==> src/rtl/inst_fetch_bus_if.sv <==
// Instruction bus bundle: classic single-beat cyc/stb/ack read channel.
// Latency: none, wires only.
// Backpressure: the responder stretches a read by holding bus_ack_i low.
interface inst_fetch_bus_if;
  logic        bus_cyc_o;
  logic        bus_stb_o;
  logic [31:0] bus_addr_o;
  logic        bus_ack_i;
  logic [31:0] bus_data_i;

  // Fetch unit side: drives the request, samples ack/data.
  modport master (
    output bus_cyc_o, bus_stb_o, bus_addr_o,
    input  bus_ack_i, bus_data_i
  );

  // Memory side: samples the request, returns ack/data.
  modport slave (
    input  bus_cyc_o, bus_stb_o, bus_addr_o,
    output bus_ack_i, bus_data_i
  );
endinterface

==> src/rtl/inst_fetch_bus.sv <==
// Fetch responder: one single-beat bus read per PC, word returned to IF/ID.
// Latency: issue edge E0, ack sampled E1, delivery pulse after E1; 1 instr / 3 cycles peak.
// Backpressure: stall parks acked data in a hold buffer; the bus waits via ack; flush drops the fetch.
module inst_fetch_bus #(
  parameter int unsigned TIMEOUT_CYCLES = 255
) (
  input  logic             clk,
  input  logic             rst,
  input  logic             ce,
  input  logic [31:0]      pc,
  input  logic             stall,
  input  logic             flush,
  output logic             pc_read_ready,
  output logic [31:0]      inst_o,
  output logic [31:0]      inst_pc_o,
  output logic             inst_valid_o,
  output logic             fetch_err_o,
  inst_fetch_bus_if.master bus
);

  typedef enum logic [1:0] {IDLE, BUSY, HOLD, DRAIN} state_t;

  // Counter value at which a request without ack is abandoned.
  localparam logic [7:0] CNT_LAST = 8'(TIMEOUT_CYCLES - 1);

  state_t      state_q, state_nxt;
  logic        cyc_q, cyc_nxt;
  logic [31:0] addr_q, addr_nxt;
  logic [31:0] ipc_nxt;
  logic [31:0] inst_nxt;
  logic [31:0] hold_q, hold_nxt;
  logic [7:0]  cnt_q, cnt_nxt;
  logic        rdy_nxt;
  logic        err_nxt;

  // Bus outputs come straight from flops; stb mirrors cyc.
  assign bus.bus_cyc_o  = cyc_q;
  assign bus.bus_stb_o  = cyc_q;
  assign bus.bus_addr_o = addr_q;

  // Next-state and next-output selection for the fetch FSM.
  always_comb begin
    state_nxt = state_q;
    cyc_nxt   = cyc_q;
    addr_nxt  = addr_q;
    ipc_nxt   = inst_pc_o;
    inst_nxt  = inst_o;
    hold_nxt  = hold_q;
    cnt_nxt   = cnt_q;
    rdy_nxt   = 1'b0;
    err_nxt   = 1'b0;
    case (state_q)
      IDLE: begin
        // Skip the cycle where the ready pulse is visible: pc is moving then.
        if (ce && !flush && !pc_read_ready) begin
          addr_nxt  = {pc[31:2], 2'b00};
          ipc_nxt   = pc;
          cyc_nxt   = 1'b1;
          cnt_nxt   = 8'd0;
          state_nxt = BUSY;
        end
      end
      BUSY: begin
        if (flush && bus.bus_ack_i) begin
          cyc_nxt   = 1'b0;
          state_nxt = IDLE;
        end else if (flush) begin
          // The bus cannot abort; keep cyc up and swallow the ack later.
          if (cnt_q == CNT_LAST) begin
            cyc_nxt   = 1'b0;
            state_nxt = IDLE;
          end else begin
            cnt_nxt   = cnt_q + 8'd1;
            state_nxt = DRAIN;
          end
        end else if (bus.bus_ack_i && !stall) begin
          cyc_nxt   = 1'b0;
          inst_nxt  = bus.bus_data_i;
          rdy_nxt   = 1'b1;
          state_nxt = IDLE;
        end else if (bus.bus_ack_i) begin
          cyc_nxt   = 1'b0;
          hold_nxt  = bus.bus_data_i;
          state_nxt = HOLD;
        end else if (cnt_q == CNT_LAST) begin
          cyc_nxt   = 1'b0;
          err_nxt   = 1'b1;
          state_nxt = IDLE;
        end else begin
          cnt_nxt = cnt_q + 8'd1;
        end
      end
      HOLD: begin
        if (flush) begin
          state_nxt = IDLE;
        end else if (!stall) begin
          inst_nxt  = hold_q;
          rdy_nxt   = 1'b1;
          state_nxt = IDLE;
        end
      end
      DRAIN: begin
        if (bus.bus_ack_i || (cnt_q == CNT_LAST)) begin
          cyc_nxt   = 1'b0;
          state_nxt = IDLE;
        end else begin
          cnt_nxt = cnt_q + 8'd1;
        end
      end
      default: state_nxt = IDLE;
    endcase
  end

  // State register and registered outputs; reset overrides everything.
  always_ff @(posedge clk) begin
    if (rst) begin
      state_q       <= IDLE;
      cyc_q         <= 1'b0;
      addr_q        <= 32'd0;
      inst_pc_o     <= 32'd0;
      inst_o        <= 32'd0;
      hold_q        <= 32'd0;
      cnt_q         <= 8'd0;
      pc_read_ready <= 1'b0;
      inst_valid_o  <= 1'b0;
      fetch_err_o   <= 1'b0;
    end else begin
      state_q       <= state_nxt;
      cyc_q         <= cyc_nxt;
      addr_q        <= addr_nxt;
      inst_pc_o     <= ipc_nxt;
      inst_o        <= inst_nxt;
      hold_q        <= hold_nxt;
      cnt_q         <= cnt_nxt;
      pc_read_ready <= rdy_nxt;
      inst_valid_o  <= rdy_nxt;
      fetch_err_o   <= err_nxt;
    end
  end

endmodule

==> src/flat_wrapper.sv <==
// flat-port wrapper written by rule: the top's interface ports become plain ports
module inst_fetch_bus_flat 
#(
  parameter int unsigned TIMEOUT_CYCLES = 255
)
  (clk, rst, ce, pc, stall, flush, pc_read_ready, inst_o, inst_pc_o, inst_valid_o, fetch_err_o, bus_bus_cyc_o, bus_bus_stb_o, bus_bus_addr_o, bus_bus_ack_i, bus_bus_data_i);
  inst_fetch_bus_if bus_i ();
  input  logic clk;
  input  logic rst;
  input  logic ce;
  input  logic [31:0] pc;
  input  logic stall;
  input  logic flush;
  output logic pc_read_ready;
  output logic [31:0] inst_o;
  output logic [31:0] inst_pc_o;
  output logic inst_valid_o;
  output logic fetch_err_o;
  output wire logic [$bits(bus_i.bus_cyc_o)-1:0] bus_bus_cyc_o;
  output wire logic [$bits(bus_i.bus_stb_o)-1:0] bus_bus_stb_o;
  output wire logic [$bits(bus_i.bus_addr_o)-1:0] bus_bus_addr_o;
  input wire logic [$bits(bus_i.bus_ack_i)-1:0] bus_bus_ack_i;
  input wire logic [$bits(bus_i.bus_data_i)-1:0] bus_bus_data_i;
  assign bus_bus_cyc_o = bus_i.bus_cyc_o;
  assign bus_bus_stb_o = bus_i.bus_stb_o;
  assign bus_bus_addr_o = bus_i.bus_addr_o;
  assign bus_i.bus_ack_i = bus_bus_ack_i;
  assign bus_i.bus_data_i = bus_bus_data_i;
  inst_fetch_bus #(.TIMEOUT_CYCLES(TIMEOUT_CYCLES)) u_core (.clk(clk), .rst(rst), .ce(ce), .pc(pc), .stall(stall), .flush(flush), .pc_read_ready(pc_read_ready), .inst_o(inst_o), .inst_pc_o(inst_pc_o), .inst_valid_o(inst_valid_o), .fetch_err_o(fetch_err_o), .bus(bus_i));
endmodule
==> config.mk <==
export PLATFORM = sky130hd
export DESIGN_NAME = inst_fetch_bus_flat
export DESIGN_NICKNAME = d
export VERILOG_FILES = /design/src/rtl/inst_fetch_bus_if.sv /design/src/rtl/inst_fetch_bus.sv /design/src/flat_wrapper.sv
export SDC_FILE = /design/constraint.sdc
export NUM_CORES = 1
export LEC_CHECK = 0
export ABC_AREA = 1
export ABC_CLOCK_PERIOD_IN_PS = 1900
export BUFFER_PORTS_ARGS = -buffer_cell sky130_fd_sc_hd__buf_2
export CAP_MARGIN = 0
export CORE_AREA = 2 2 101 103
export DETAILED_ROUTE_END_ITERATION = 12
export DIE_AREA = 0 0 103 105
export GPL_ROUTABILITY_DRIVEN = 1
export PLACE_DENSITY = 0.81
export SETUP_SLACK_MARGIN = 0.1
export SLEW_MARGIN = 10
export SYNTH_ARGS = -nofsm -noshare
export SYNTH_HDL_FRONTEND = slang
export SYNTH_SLANG_ARGS = --single-unit
==> constraint.sdc <==
create_clock -name clk -period 1.9 [get_ports clk]
set_clock_uncertainty 0.15 [all_clocks]
set_input_delay 0.38 -clock clk [delete_from_list [all_inputs] [get_ports clk]]
set_output_delay 0.38 -clock clk [all_outputs]
set_load 0.005 [all_outputs]
# Yosys cells after proc, flatten, opt, wreduce, memory -nomap -nowiden
# Index checks and enable logic that the tools add are counted.
# classes
n_mul	0
div_mod_pow	0
shift	0
order_cmp	0
reduce_logical	18
n_addsub	1
n_bitwise	4
n_mux	40
eq_ne	16
# ops
cell	count
$mux 32	5
$pmux 32 s2	1
$mux 8	7
$pmux 8 s3	1
$mux 2	10
$mux 1	13
$reduce_and 6->1	2
$ne 2x2->1 const B	5
$ne 3x3->1 const B	3
$add 8x1->8 const B	1
$eq 8x8->1 const B	1
$pmux 2 s4	1
$ne 2x1->1 const B	3
$ne 6x3->1 const B	1
$reduce_or 6->1	1
$reduce_and 5->1	1
$eq 2x2->1 const B	2
$logic_and 1x1->1	4
$not 1->1	4
$reduce_and 4->1	1
$logic_not 1->1	3
$pmux 1 s3	1
$reduce_and 3->1	1
$reduce_bool 3->1	1
other kinds (6)	6
# word_totals
elab_cells	88
latchBits	0
rom_bits	0
out_inout_bits	101
ramBits	0
n_memories	0
ff_bits	139

# Longest topological paths before layout
# Gate-level depths: netlist of the first run.
# logic_depth
ltp_word	7
ltp_mapped	11
ltp_nobuf	11

# Worst setup path after synthesis of the first run
# Ideal clock, no wire load.
# synth_timing
kind	register -> register
startpoint	register u_core.state_q[0]
endpoint	register u_core.inst_o[0]
required_ns	1.625
arrival_ns	1.433
stages_incl_launch_ff	11
slack_ns	0.191
setup_ns	0.125
path_cell_list	dfxtp_1 inv_1 ha_1 buf_2 inv_2 a21oi_1 nand2_1 clkinv_2 buf_6 o21ai_1 a31oi_1
# synth_between
elab_chain_cells	3
# synth_lines
element	line_no	source
start, declared	inst_fetch_bus.sv:26	state_t state_q, state_nxt;
start signal, assigned	inst_fetch_bus.sv:128	state_q <= state_nxt;
$eq 2x1->1 / $eq 2x2->1 (equally long branches)	inst_fetch_bus.sv:52	case (state_q)
$ne 2x1->1 (no source line) (tied with other cells)	-	
$reduce_and 6->1 (no source line)	-	
end signal, assigned	inst_fetch_bus.sv:132	inst_o <= inst_nxt;
end, declared	inst_fetch_bus.sv:14	output logic [31:0] inst_o,
# Parallel ways exist; a longest one is shown, timed or not.
# A chain may end at the register's enable or synchronous reset.

# Final worst setup path of the first run
# layout_timing
startpoint	register u_core.state_q[1]
endpoint	register u_core.cnt_q[7]
# layout_between
elab_chain_cells	3
# layout_lines
element	line_no	source
$eq 2x1->1 (tied with other cells)	inst_fetch_bus.sv:52	
$ne 3x3->1 (no source line) (tied with other cells)	-	
$reduce_and 6->1 (no source line)	-	
end signal, assigned	inst_fetch_bus.sv:134	cnt_q <= cnt_nxt;
end, declared	inst_fetch_bus.sv:32	logic [7:0] cnt_q, cnt_nxt;
# Parallel ways exist; a longest one is shown, timed or not.

==> results of run 1 <==
sequential cells by signal (all words and copies together) (netlist names), 2 cells and up:
signal and cells:
u_core.state_q 2, u_core.cnt_q 8, u_core.inst_pc_o 31, u_core.hold_q 32, u_core.inst_o 32
per-stage QoR:
stage / total power [mW] / setup slack (ps)
global placement: 5.49 / 157
detailed placement: 5.57 / 70.2
CTS: 6.88 / 112
finish: 7.07 / 186
global route: 7.60 / 86.3
floorplan: 4.68 / 191
tightest hold or removal path: cells and delay by family:
family,cells,cell delay [ps]
buffers and inverters,2,150
AOI/OAI and AO/OA,1,50
logic make-up (layout without fill, tap and decap cells):
| group | count (synthesis) | in the layout | share of synthesized area, % |
|---|---|---|---|
| adder cells (fa/ha/maj) | 7 | 7 | 1.83 |
| AND/OR/NAND/NOR | 262 | 262 | 22.2 |
| other | 1 | 3 | 0.0784 |
| flip-flops | 109 | 109 | 45.6 |
| AO/OA/AOI/OAI | 156 | 156 | 17.2 |
| XOR/XNOR | 2 | 2 | 0.366 |
| buffers and inverters | 109 | 248 | 12.7 |
synth_stat cells:
| cell | number | area (um^2) |
|---|---|---|
| nor2_4 | 2 | 22.5 |
| dfxtp_1 | 109 | 2180 |
| a31oi_1 | 32 | 200 |
| nor4_1 | 1 | 6.26 |
| a21oi_1 | 25 | 125 |
| o21ai_1 | 55 | 275 |
| nor2_2 | 3 | 18.8 |
| nand2_4 | 1 | 11.3 |
| buf_1 | 1 | 3.75 |
| buf_2 | 9 | 45.0 |
| nand2_2 | 3 | 18.8 |
| inv_1 | 32 | 120 |
| buf_6 | 7 | 78.8 |
| nand3_1 | 11 | 55.1 |
| nand2_1 | 116 | 435 |
| or2_2 | 1 | 6.26 |
| nand4_1 | 3 | 18.8 |
| xnor2_1 | 1 | 8.76 |
| o21bai_1 | 1 | 7.51 |
| ha_1 | 7 | 87.6 |
| nor2_1 | 120 | 450 |
| nor2_8 | 1 | 20.0 |
| conb_1 | 1 | 3.75 |
| clkbuf_1 | 18 | 67.6 |
| buf_4 | 35 | 263 |
| clkinv_2 | 1 | 5.00 |
| o21ai_0 | 43 | 215 |
| inv_2 | 5 | 18.8 |
| xor2_1 | 1 | 8.76 |
| inv_4 | 1 | 6.26 |
power breakdown:
part | internal [mW] | switching, mW | leakage (nW)
clock | 0.543 | 0.756 | 0.0885
combinational | 1.19 | 1.52 | 1.92
sequential | 2.76 | 0.299 | 0.891
total | 4.50 | 2.57 | 2.90
per-layer routing:
| metal | routed length, um | up-vias |
|---|---|---|
| met4 | 232 | 0 |
| li1 | - | 2327 |
| met2 | 6070 | 143 |
| met1 | 4940 | 2102 |
| met5 | 0 | - |
| met3 | 779 | 20 |
placed cells by master (no fill, tap or decap), types with 3 or more instances in the layout:
master,instances
buf_2,168
nor2_1,119
nand2_1,115
dfxtp_1,106
o21ai_1,55
o21ai_0,43
a31oi_1,31
inv_1,29
a21oi_1,25
buf_4,13
nand3_1,11
clkbuf_8,11
buf_12,10
inv_2,7
ha_1,5
nand2_2,4
nor2_4,4
nand4_1,3
what timing repair did:
action / CTS / global route
endpoints found under the setup margin: 17 / 71
setup buffers: 0 / 7
gates cloned: 0 / 2
gates resized for setup: 3 / 19
pin swaps: 0 / 5
worst max path at each step:
stage                                           to  slack (ps)
floorplan            u_core.inst_o[0]$_SDFFE_PP0P_         190
global placement      u_core.cnt_q[4]$_SDFFE_PP0P_         160
detailed placement    u_core.cnt_q[7]$_SDFFE_PP0P_          70
CTS                   u_core.cnt_q[7]$_SDFFE_PP0P_         110
global route        u_core.hold_q[20]$_SDFFE_PP0P_          90
finish                u_core.cnt_q[7]$_SDFFE_PP0P_         190
cell type report:
class                           instances  share of cell area [%]
Inverter                               39                    2.64
Antenna cell                            1                  0.0422
Timing Repair Buffer                  194                    20.2
Multi-Input combinational cell        429                    34.3
Clock buffer                           12                    2.62
Sequential cell                       109                    37.0
Clock inverter                          3                   0.359
Tap cell                              133                    2.81
==> results.tsv, run 1 <==
metric	value	unit
antenna_found_initial	1	
crit_path_cell_trace	inv_2, ha_2, inv_2, nor2_2, nand2_1, nand2_1, nor2_4, nand2_4, inv_4, nand2_1, a21oi_1	
critical_path_class	flop to flop	
routed_wl	12.0	mm
r2r-start	u_core.state_q[1]$_SDFFE_PP0P_	
routabilityCongestion	0.894	
dieArea	10800	um^2
rows	36	
multiInputGateArea	2040	um^2
hpwl	8.55	mm
core_area	9640	um^2
slew_violations	0	
num-fill-cells	892	
r2r_end	u_core.cnt_q[7]$_SDFFE_PP0P_	
crit_path_end_kind	flop	
final_cells	920	
clk_pin_slew	100	ps
finalHoldViolCount	0	
cts_buffer_depth	2	
outcome	complete, no violations	
max_freq	583	MHz
critPathTopFamily	simple AND/OR/NAND/NOR gates	
min-delay-path-class	primary input to flop	
finalSetupViolCount	0	
grt_max_degree	67	
yosys_warnings	0	
grt_pass1_wl	18.8	mm
cp-start-kind	flop	
drt_iter0_markers	135	
hold_buffers	0	
whs_endpoint	u_core.hold_q[25]$_SDFFE_PP0P_	
fin_nets	859	
syn_avg_cell_area	7.41	um^2
worstRegToRegCells	11	
hold_ws	94.7	ps
die_w	103	um
syn_to_final_growth	23.9	%
hold_depth	3	
cp_common_cell	nand2_1	
syn_inst	646	
cts_max_level	3	
grt_use_met3	5.08	%
clk_latency	370	ps
setup_tns	0	ps
use_met1	24.3	%
dpl.cell_count	895	
vias	4592	
cpMaxStageDelayCell	dfxtp_4	
maxCapViolCount	0	
drc	0	
vias_per_cell	4.99	
r2r_setup_slack	190	ps
cts_sinks	109	
ys_seq_area_share	45.6	%
io-pin-count	171	
detail_route.wl_per_cell	13.1	um
postLayoutCellArea	5930	um^2
worstSetupStartpoint	u_core.state_q[1]$_SDFFE_PP0P_	
dr.pass1.iters	4	
grtUsageTotal	21.5	%
start_util	49.6	%
placed_area	5550	um^2
cts_buffers	9	
grt_util_met2	38.5	%
post-route-min-period	1710	ps
crit_arrival	1860	ps
regArea	2190	um^2
cts-root-buf	clkbuf_8	
die_h	105	um
syn_area	4790	um^2
period_share	90.2	%
timing.critical_path.fanout_max	9	
drive_above_1_share	30.2	%
yosys_register_bits	109	
peakVddDrop	539	uV
min_from	bus_bus_data_i[25]	
cts_tree	yes	
grt_pass1_vias	4234	
rsz0062_at_grt	true	
worst_path_largest_cell_delay	390	ps
power_density	1190	nW/um^2
port_buffers	168	
power.leakage	2.90	nW
final_antenna_net_count	0	
cp.required	2040	ps
grt_busiest_layer	met2	
cp.buffers_inverters	3	
final_util	61.5	%
grt_overflow	0	
synth_cell_types	30	
worstSetupPathDepth	11	
Power figures use the tool's default switching activity.
==> inputs of run 2 (changes only) <==
- ABC_CLOCK_PERIOD_IN_PS: 1900 -> 1650
- clock period: 1.9 -> 1.65 ns (I/O delays scaled with it)
==> run 2 against run 1 <==
The flow now finishes with violations (negative setup slack). Global-route usage up 1.3 points. Sequential share of layout area down 3.0 points. Critical path depth down 2. Combinational power up 39%. Non-clock buffer count up 25. Clock power up 12%. Largest cell class is now multi-input gates. Count of clock-buffer cells in the layout up 1. Routed wire length up 14%. Hold slack worse by 58 ps. Largest power group is now combinational logic.
==> results.tsv, run 2 (same netlist as run 1, synthesis figures left out) <==
metric	value	unit
antenna_found_initial	1	
final_antenna_net_count	0	
dieArea	10800	um^2
whs_endpoint	u_core.hold_q[10]$_SDFFE_PP0P_	
detail_route.wl_per_cell	14.4	um
dr.pass1.iters	4	
diodes	0	
cts_max_level	3	
grt_overflow	0	
grt_max_degree	73	
maxCapViolCount	0	
hold_depth	3	
clk_pin_slew	100	ps
critical_path_class	flop to flop	
cts_buffers	9	
slew_violations	0	
violations	negative setup slack	
drc	0	
r2r_end	u_core.inst_o[4]$_SDFFE_PP0P_	
min_from	bus_bus_data_i[10]	
grtUsageTotal	22.8	%
power.leakage	3.10	nW
layout_common_cells	buf_2 (169), nor2_1 (115), nand2_1 (108)	
power_density	1360	nW/um^2
power	8.76	mW
finalHoldViolCount	0	
core_area	9640	um^2
die_h	105	um
routabilityCongestion	0.854	
cp.required	1780	ps
cp.buffers_inverters	4	
r2r-start	u_core.state_q[1]$_SDFFE_PP0P_	
rows	36	
peakVddDrop	648	uV
grt_pass1_wl	19.9	mm
cts_sinks	109	
max_freq	582	MHz
critPathTopFamily	buffers and inverters	
placed_area	5650	um^2
die_w	103	um
min-delay-path-class	primary input to flop	
period_share	104	%
regArea	2190	um^2
crit_path_end_kind	flop	
grt_pass1_vias	4348	
cts-root-buf	clkbuf_8	
timing.critical_path.fanout_max	8	
io-pin-count	171	
syn_to_final_growth	35.1	%
outcome	finished with violations	
routed_wl	13.7	mm
finalSetupViolCount	37	
crit_path_cell_trace	buf_4, ha_4, inv_6, a21oi_1, nand2_2, inv_8, clkbuf_16, o21ai_1, a31oi_1	
port_buffers	168	
worst_path_largest_cell_delay	380	ps
top_regs	u_core.hold_q: 32 flops, u_core.inst_o: 32 flops, u_core.inst_pc_o: 31 flops	
layout_commonest_cell	buf_2	
postLayoutCellArea	6460	um^2
drive_above_1_share	37.6	%
start_util	49.6	%
r2r_setup_slack	-70	ps
vias_per_cell	5.14	
drt_iter0_markers	194	
cpMaxStageDelayCell	dfxtp_4	
cp-start-kind	flop	
cts_buffer_depth	2	
vias	4861	
fin_nets	885	
num-fill-cells	811	
multiInputGateArea	2260	um^2
cts_tree	yes	
hpwl	8.68	mm
crit_arrival	1850	ps
clk_latency	360	ps
worstRegToRegCells	9	
rsz0062_at_grt	true	
post-route-min-period	1720	ps
setup_ws	-68.5	ps
[run 2: cell types whose count changed in the layout (fill, tap and decap cells not counted), sizes merged]
| cell | change |
|---|---|
| clkbuf | +4 |
| diode | -1 |
| buf | +22 |
| clkinv | -1 |
| inv | +2 |
| nand2 | +1 |
| clkinvlp | -1 |
[run 2: metrics by stage]
stage	TNS, ps	hold WS (ps)	setup slack, ps	cells	util (%)
after global placement	0	305	52.6	905	58.6
after floorplan	0	259	85.6	647	-
after detailed placement	-127	312	-32.3	905	58.6
final	-815	36.5	-68.5	946	67.1
after global routing	-5120	33.8	-136	946	67.1
after CTS	0	37.9	28.8	929	62.3
[run 2: report_power, final]
part / leakage (nW) / internal [mW] / switching, mW
clock: 0.0878 / 0.595 / 0.851
sequential: 0.891 / 3.19 / 0.358
combinational: 2.12 / 1.72 / 2.05
[run 2: layout make-up]
cell class              instances  share of cell area (%)
multi-input cells             430                    35.0
flip-flops and latches        109                    33.9
repair buffers                219                    23.2
inverters                      39                    2.77
well taps                     133                    2.57
clock buffers                  13                    2.30
clock inverters                 3                   0.290
[run 2: worst max path at each step]
stage | startpoint | cells after the start | end | slack (ps)
2_1_floorplan | u_core.state_q[1]$_SDFFE_PP0P_ | 10 | u_core.hold_q[12]$_SDFFE_PP0P_ | 90
3_3_place_gp | u_core.state_q[1]$_SDFFE_PP0P_ | 10 | u_core.cnt_q[6]$_SDFFE_PP0P_ | 50
3_5_place_dp | u_core.cnt_q[0]$_SDFFE_PP0P_ | 11 | u_core.cnt_q[5]$_SDFFE_PP0P_ | -30
4_1_cts | u_core.state_q[1]$_SDFFE_PP0P_ | 9 | u_core.hold_q[28]$_SDFFE_PP0P_ | 30
5_1_grt | u_core.state_q[1]$_SDFFE_PP0P_ | 9 | u_core.inst_o[4]$_SDFFE_PP0P_ | -140
6_report | u_core.state_q[1]$_SDFFE_PP0P_ | 9 | u_core.inst_o[4]$_SDFFE_PP0P_ | -70
[run 2: what timing repair did]
action / in CTS / in global routing
buffers inserted: 4 / 12
cloned: 4 / 5
gates resized for setup: 29 / 62
setup endpoints to repair: 87 / 108
pin swaps: 10 / 16
hold buffers: 0 / 0
[run 2: routing by layer]
metal	global-route usage, %	up-vias	part of all wire, %	wire [um]
met5	0	-	0.095	13
met4	8.65	2	1.9	262
met3	5.55	29	7.1	975
met2	39.0	193	50	6880
met1	27.2	2250	40	5530
li1	-	2387	-	-
[run 2: worst register-to-register path, cell delays in order, from the launching register on]
cell	delay [ps]
dfxtp_4	380
buf_4	110
ha_4	160
inv_6	40
a21oi_1	150
nand2_2	120
inv_8	130
clkbuf_16	170
o21ai_1	70
a31oi_1	160
==> inputs of run 3 (changes only) <==
- BUFFER_PORTS_ARGS: -buffer_cell sky130_fd_sc_hd__buf_2 -> -buffer_cell sky130_fd_sc_hd__clkbuf_2
- CELL_PAD_IN_SITES_DETAIL_PLACEMENT: unset -> 1
- CELL_PAD_IN_SITES_GLOBAL_PLACEMENT: unset -> 2
- CORE_AREA: 2 2 101 103 -> 4 4 139 141
- DIE_AREA: 0 0 103 105 -> 0 0 143 145
==> run 3 against run 2 <==
The flow still finishes with violations (negative setup slack). Routed wire length increased by 20%. Global-route usage decreased by 8.1 points. First-iteration DRC count decreased by 34%. Critical path depth unchanged. Flip-flop and latch count unchanged. Die area increased by 92%. Critical endpoint is now u_core.inst_o[31]$_SDFFE_PP0P_. Highest routed layer is now met4.
==> results.tsv, run 3 (same netlist as run 1, synthesis figures left out) <==
metric	value	unit
dpl.cell_count	1008	
power_density	1470	nW/um^2
grtUsageTotal	14.7	%
r2r_end	u_core.inst_o[31]$_SDFFE_PP0P_	
clk_latency	350	ps
drt_iter0_markers	129	
whs_endpoint	u_core.hold_q[26]$_SDFFE_PP0P_	
crit_path_cell_trace	inv_4, ha_4, inv_4, a21oi_2, nand2_2, clkinv_4, buf_8, buf_6, a31oi_4	
top_regs	u_core.hold_q: 32 flops, u_core.inst_o: 32 flops, u_core.inst_pc_o: 31 flops	
finalHoldViolCount	0	
critical_path_class	flop to flop	
antenna_found_initial	0	
grt_util_met2	25.1	%
r2r-start	u_core.state_q[1]$_SDFFE_PP0P_	
final_antenna_net_count	0	
cp.required	1740	ps
pre_cts_ws	-69.1	ps
worst_path_largest_cell_delay	370	ps
use_met1	19.0	%
diodes	0	
crit_path_end_kind	flop	
vias	4764	
critPathTopFamily	buffers and inverters	
r2r_setup_slack	-20	ps
die_w	143	um
worstRegToRegCells	9	
crit_arrival	1770	ps
syn_to_final_growth	42.6	%
cts_sinks	109	
cp-start-kind	flop	
fin_nets	888	
period_share	101	%
port_buffers	168	
rsz0062_at_grt	true	
vias_per_cell	4.56	
start_util	26.6	%
routed_wl	16.3	mm
cp.buffers_inverters	5	
hold_depth	3	
cts_buffer_depth	2	
grt_use_met3	3.13	%
timing.critical_path.fanout_max	6	
rows	49	
cts_tree	yes	
detail_route.wl_per_cell	15.6	um
post-route-min-period	1670	ps
grt_max_degree	63	
violations	negative setup slack	
layout_commonest_cell	clkbuf_2	
core_area	18000	um^2
min_from	bus_bus_data_i[26]	
grt_pass1_wl	24.7	mm
cpMaxStageDelayCell	dfxtp_4	
finalSetupViolCount	11	
dr.pass1.iters	4	
die_h	145	um
cts-root-buf	clkbuf_16	
outcome	finished with violations	
routabilityCongestion	0.774	
clk_pin_slew	80	ps
setup_ws	-22.8	ps
slew_violations	0	
grt_pass1_vias	4815	
peakVddDrop	666	uV
grt_overflow	0	
cts_max_level	3	
dieArea	20700	um^2
hpwl	10.6	mm
cp_common_cell	inv_4	
max_freq	598	MHz
io-pin-count	171	
cts_buffers	9	
drive_above_1_share	38.2	%
drc	0	
power.leakage	3.18	nW
layout_common_cells	clkbuf_2 (168), nor2_1 (113), dfxtp_1 (105)	
grt_busiest_layer	met2	
final_cells	1045	
min-delay-path-class	primary input to flop	
maxCapViolCount	0	
run 3: cell count changes in the layout (fill, tap and decap cells not counted), sizes merged:
cell / previous run / this run
bufinv: 0 / 2
clkbuf: 18 / 181
inv: 40 / 41
buf: 214 / 49
clkinvlp: 0 / 2
run 3: area by class of cell:
type                    instances  area [um^2]
clock buffers                   9          225
clock inverters                 7          104
fillers                      2215        11100
inverters                      39          186
multi-input cells             430         2310
flip-flops and latches        109         2190
well taps                     229          287
repair buffers                221         1510
repair inverters                1         8.76
run 3: how the worst max path moves through the flow:
stage                                         startpoint                        endpoint  slack (ps)  depth (start not counted)
after global placement                             flush    u_core.cnt_q[0]$_SDFFE_PP0P_         -40                          9
after floorplan           u_core.state_q[1]$_SDFFE_PP0P_  u_core.hold_q[12]$_SDFFE_PP0P_          90                         10
after CTS                 u_core.state_q[1]$_SDFFE_PP0P_  u_core.hold_q[31]$_SDFFE_PP0P_          30                          9
after detailed placement  u_core.state_q[1]$_SDFFE_PP0P_    u_core.cnt_q[7]$_SDFFE_PP0P_         -70                         11
after global routing      u_core.state_q[1]$_SDFFE_PP0P_  u_core.inst_o[20]$_SDFFE_PP0P_         -80                          9
final                     u_core.state_q[1]$_SDFFE_PP0P_  u_core.inst_o[31]$_SDFFE_PP0P_         -20                          9
run 3: what timing repair did:
item                                    CTS  global route
setup buffers                             6             8
gates resized for setup                  44            53
hold buffers                              0             0
endpoints found under the setup margin   73           109
gates cloned                              3             6
pin swaps                                17            15
run 3: where the power goes:
part	switching, mW	internal, mW
sequential	0.376	3.19
combinational	2.20	1.81
clock	1.09	1.36
run 3: stage by stage:
step / hold WS (ps) / setup TNS (ps) / util (%) / total power, mW / cell area (um^2)
after detailed placement: 316 / -356 / 32.5 / 6.79 / 5840
after global placement: 313 / -237 / 32.5 / 6.75 / 5840
after CTS: 31.3 / 0 / 35.9 / 9.72 / 6440
final: 51.2 / -146 / 38.0 / 10.0 / 6830
after global routing: 33.1 / -2830 / 38.0 / 10.7 / 6830
after floorplan: 259 / 0 / - / 5.49 / 4840
run 3: routing by layer:
metal	wire length [um]	vias up
li1	-	2401
met3	855	13
met5	0	-
met2	7750	131
met1	7590	2219
met4	142	0
run 3: worst register-to-register path, delay by kind of cell (launching register included):
family,cells,cell delay (ps)
simple gates,1,90
fa+ha+maj,1,160
flops,1,370
buf+inv,5,530
compound gates,2,250
